$ cat src/rtl/fma16_arbiter.sv
// Round-robin arbiter sharing one combinational fma16 datapath between two requesters.
// One issue register feeds the datapath; each requester owns a one-entry response slot.
module fma16_arbiter (
   input  logic        clk,
   input  logic        reset_n,
   input  logic        req_valid_0,
   input  logic        req_valid_1,
   output logic        req_ready_0,
   output logic        req_ready_1,
   input  logic [15:0] req_x_0,
   input  logic [15:0] req_y_0,
   input  logic [15:0] req_z_0,
   input  logic [15:0] req_x_1,
   input  logic [15:0] req_y_1,
   input  logic [15:0] req_z_1,
   input  logic [3:0]  req_op_0,
   input  logic [3:0]  req_op_1,
   input  logic [1:0]  req_rm_0,
   input  logic [1:0]  req_rm_1,
   output logic        rsp_valid_0,
   output logic        rsp_valid_1,
   input  logic        rsp_ready_0,
   input  logic        rsp_ready_1,
   output logic [15:0] rsp_result_0,
   output logic [15:0] rsp_result_1,
   output logic [3:0]  rsp_flags_0,
   output logic [3:0]  rsp_flags_1,
   output logic [15:0] fma_x,
   output logic [15:0] fma_y,
   output logic [15:0] fma_z,
   output logic        fma_mul,
   output logic        fma_add,
   output logic        fma_negp,
   output logic        fma_negz,
   output logic [1:0]  fma_roundmode,
   input  logic [15:0] fma_result,
   input  logic [3:0]  fma_flags,
   output logic        busy
);

   typedef enum logic [1:0] {IDLE, ISSUED, DONE} st_e;

   typedef struct packed {
      logic [15:0] x;
      logic [15:0] y;
      logic [15:0] z;
      logic [3:0]  op;
      logic [1:0]  rm;
   } op_t;

   op_t              req_s [2];
   op_t              iss_q;
   logic             iss_vld_q;
   logic             tag_q;
   logic             last_q, last_d;
   st_e              st_q [2];
   st_e              st_d [2];
   logic [1:0][15:0] res_q;
   logic [1:0][3:0]  flg_q;
   logic [1:0]       vld, rdy, elig, gnt;

   assign req_s[0] = '{x: req_x_0, y: req_y_0, z: req_z_0, op: req_op_0, rm: req_rm_0};
   assign req_s[1] = '{x: req_x_1, y: req_y_1, z: req_z_1, op: req_op_1, rm: req_rm_1};
   assign vld      = {req_valid_1, req_valid_0};
   assign rdy      = {rsp_ready_1, rsp_ready_0};

   // A DONE requester whose response pops this cycle may be regranted on the same edge.
   always_comb begin
      for (int i = 0; i < 2; i++)
         elig[i] = vld[i] & ((st_q[i] == IDLE) | ((st_q[i] == DONE) & rdy[i]));
      // Gating with reset_n keeps req_ready low while reset is asserted.
      gnt[0] = reset_n & elig[0] & (~elig[1] | last_q);
      gnt[1] = reset_n & elig[1] & (~elig[0] | ~last_q);
      last_d = last_q;
      if (|gnt) last_d = gnt[1];
   end

   always_comb begin
      for (int i = 0; i < 2; i++) begin
         st_d[i] = st_q[i];
         if (gnt[i])
            st_d[i] = ISSUED;
         else if (iss_vld_q && (tag_q == i[0]))
            st_d[i] = DONE;
         else if ((st_q[i] == DONE) && rdy[i])
            st_d[i] = IDLE;
      end
   end

   always_ff @(posedge clk or negedge reset_n) begin
      if (!reset_n) begin
         for (int i = 0; i < 2; i++) st_q[i] <= IDLE;
         last_q    <= 1'b1;
         iss_vld_q <= 1'b0;
         tag_q     <= 1'b0;
         iss_q     <= '0;
         res_q     <= '0;
         flg_q     <= '0;
      end else begin
         for (int i = 0; i < 2; i++) st_q[i] <= st_d[i];
         last_q    <= last_d;
         iss_vld_q <= |gnt;
         if (|gnt) begin
            iss_q <= gnt[1] ? req_s[1] : req_s[0];
            tag_q <= gnt[1];
         end
         if (iss_vld_q) begin
            res_q[tag_q] <= fma_result;
            flg_q[tag_q] <= fma_flags;
         end
      end
   end

   assign req_ready_0   = gnt[0];
   assign req_ready_1   = gnt[1];
   assign rsp_valid_0   = (st_q[0] == DONE);
   assign rsp_valid_1   = (st_q[1] == DONE);
   assign rsp_result_0  = res_q[0];
   assign rsp_result_1  = res_q[1];
   assign rsp_flags_0   = flg_q[0];
   assign rsp_flags_1   = flg_q[1];
   assign fma_x         = iss_q.x;
   assign fma_y         = iss_q.y;
   assign fma_z         = iss_q.z;
   assign fma_mul       = iss_q.op[3];
   assign fma_add       = iss_q.op[2];
   assign fma_negp      = iss_q.op[1];
   assign fma_negz      = iss_q.op[0];
   assign fma_roundmode = iss_q.rm;
   assign busy          = iss_vld_q | rsp_valid_0 | rsp_valid_1;

endmodule

$ cat config.mk
export PLATFORM = sky130hd
export DESIGN_NAME = fma16_arbiter
export DESIGN_NICKNAME = d
export VERILOG_FILES = /design/src/rtl/fma16_arbiter.sv
export SDC_FILE = /design/constraint.sdc
export NUM_CORES = 1
export LEC_CHECK = 0
export CORE_MARGIN = 2
export CORE_UTILIZATION = 40
export DETAILED_ROUTE_END_ITERATION = 8
export PLACE_DENSITY = 0.85
export SLEW_MARGIN = 25
export SYNTH_ARGS = -nofsm -noshare
export SYNTH_HDL_FRONTEND = slang
export SYNTH_SLANG_ARGS = --single-unit
$ cat constraint.sdc
create_clock -name clk -period 2.5 [get_ports clk]
set_input_delay 0.625 -clock clk [delete_from_list [all_inputs] [get_ports clk]]
set_output_delay 0.625 -clock clk [all_outputs]
set_load 0.02 [all_outputs]
==> metrics <==
status=finished, violations left; failing checks=DRC; Synth area leader=dfrtp_1; Via density=slightly below 5; YS warnings=0; ANT nets after route=0; vias in the first global route=~3,900; CP Class=in2out; Netlist cell types=24; Critical R2R Launch=st_q[3]$_DFFE_PN0P_; FFs w/ async S/R, synth=1.00; Setup violations, final=0; area share of the largest cell type after synthesis=0.567; Final #Nets=a little under 800; maximum clock insertion buffer count=2; minimum clock period=around 2400 ps; HP Class=in2async; largest net degree at the start of global routing=59; Worst Path Required=about 1900 ps; clock root cell=clkbuf_8; Critical Path Source=req_valid_0; worst skew pair latency=360 ps; initial antenna violation count=0; most common cell after layout, fill and taps aside=clkdlybuf4s50_1; Clk pin slew, worst setup/hold paths=100 ps; main area contributors after synthesis=dfrtp_1 57%, inv_1 14%, a222oi_1 12%; DR DRC count=5; Die Ht=~110 um; site row count=38; Congestion Overflow GR=0; Fmax=roughly 420 MHz; syn_area_per_cell=about 11 um^2; Post-DP HPWL=9010 um; final number of max-transition violations=0; LEAKAGE=around 0.0036 uW; DR WL/cell=around 16 um; skew final=just under 9 ps; PwrDens=between 1000 and 1500 nW/um^2; core area=about 11,000 um^2; Initial Util=0.409; first-pass GRT wire length=around 19,000 um; area delta synth->final=62.1%; Vias=about 3,900; Tot GR Track Use=0.203; Finished Layout Cells=781; fin crit share=0.963; ratio of cells with drive above 1 in the final layout=0.117; H-tree depth=3; IO Count=233; worst setup margin=91.6 ps; Post-Syn Instances=approximately 410; CP startpoint kind=input port; EDFF count, synth=0; placer's final routability congestion estimate=about 0.77; starting DRC count in detailed routing=about 400; Hold WS=roughly 430 ps; RSZ-0062 raised after global routing=no; post-place setup slack=-524 ps; CTS sink count=a little over 100; CTS buffer count=9; flops & latches, synth=101; Finished Core Util=0.663; sequential area share after synthesis=0.573; DR pass1 iterations=9; CP endpoint kind=output port; # Max-Cap Violations=0; # diodes=0; Die Area=11,900 um^2; CTS tree=built; Horiz. Die Dim=roughly 110 um; VDD IR max=0.000721 V; syn nets=540; Critical Path Fanout Max=2; hold buffer count at cts=0; Max-Slew Margin vs Limit=0.384; Worst Tran Pin Value=922 ps; DP Cell Count=765; final wirelength=~12,000 um; final hold violation count=0; Top FF cell, synth=dfrtp_1; data arrival time of the critical path=approximately 1800 ps; # port buffers=232; Mapped Area=4420 um^2; commonest cells after routing, fill and taps aside=228 x clkdlybuf4s50_1, 167 x inv_1, 100 x dfrtp_1
==> worst max-delay path, stage by stage <==
cell	delay [ps]
clkdlybuf4s50_1	410
o211a_4	170
a2111oi_4	370
buf_4	210
==> final cells by class <==
cell class	instances	area (um^2)
Fill cell	815	3640
Tap cell	140	175
Sequential cell	101	2530
Timing Repair Buffer	240	2390
Multi-Input combinational cell	116	1180
Clock buffer	11	151
Clock inverter	5	106
Inverter	168	631
==> stage by stage <==
step	cell area (um^2)	TNS, ps	power [uW]
floorplan	4420	0	4970
global placement	6900	-9200	7020
detailed placement	6900	-10520	7150
CTS	7150	0	8470
global route	7160	0	8820
finish	7160	0	8390
==> synth_stat cells (2+ instances only) <==
library cell	n
nor2b_1	3
a21o_1	4
clkbuf_1	9
mux2_2	40
dfrtp_1	100
nand2_1	3
buf_1	3
buf_2	7
a21oi_1	2
a222oi_1	54
nor2_1	2
inv_1	167
==> path summary, 6_finish.rpt <==
check / end / depth (start not counted) / slack [ps]
min in group clk: rsp_result_1[10]$_DFFE_PN0P_ / 1 / 510
max in group asynchronous: fma_y[3]$_DFFE_PN0P_ / 3 / 1000
hold / removal: iss_vld_q$_DFF_PN0_ / 2 / 430
hold reg to reg: rsp_result_1[10]$_DFFE_PN0P_ / 1 / 510
setup / recovery: req_ready_1 / 4 / 90
setup reg to reg: fma_z[8]$_DFFE_PN0P_ / 5 / 510
==> registers in the layout, indices dropped and copies added, names as in the netlist, 2 cells and up <==
| signal | count |
|---|---|
| fma_x | 16 |
| fma_y | 16 |
| fma_z | 16 |
| rsp_result_0 | 16 |
| rsp_result_1 | 16 |
| rsp_flags_0 | 4 |
| rsp_flags_1 | 4 |
| st_q | 4 |
| fma_roundmode | 2 |
==> report_power, final <==
part	total (uW)	switching, uW	leakage (uW)	internal (uW)
Clock	1290	567	0.000126	722
Combinational	4210	2030	0.00235	2170
Sequential	2900	463	0.00114	2440
==> layer usage <==
| layer | track usage | part of all wire | up-vias |
|---|---|---|---|
| met3 | 0.0538 | 0.080 | 29 |
| met5 | 0 | 0 | - |
| li1 | - | - | 1778 |
| met4 | 0.0833 | 0.028 | 0 |
| met1 | 0.235 | 0.36 | 1894 |
| met2 | 0.354 | 0.53 | 179 |
==> cells by family after synthesis <==
group | Yosys count | share of synthesized area
AOI/OAI and AO/OA | 66 | 0.147
buffers and inverters | 189 | 0.165
DFF | 101 | 0.573
muxes | 40 | 0.102
and+or+nand+nor | 10 | 0.0130
==> what timing repair did <==
action	CTS	global route
pin swaps	1	2
setup endpoints to repair	2	1
buffers inserted	0	0
gates resized for setup	10	1
(Power assumes the default switching activity.)
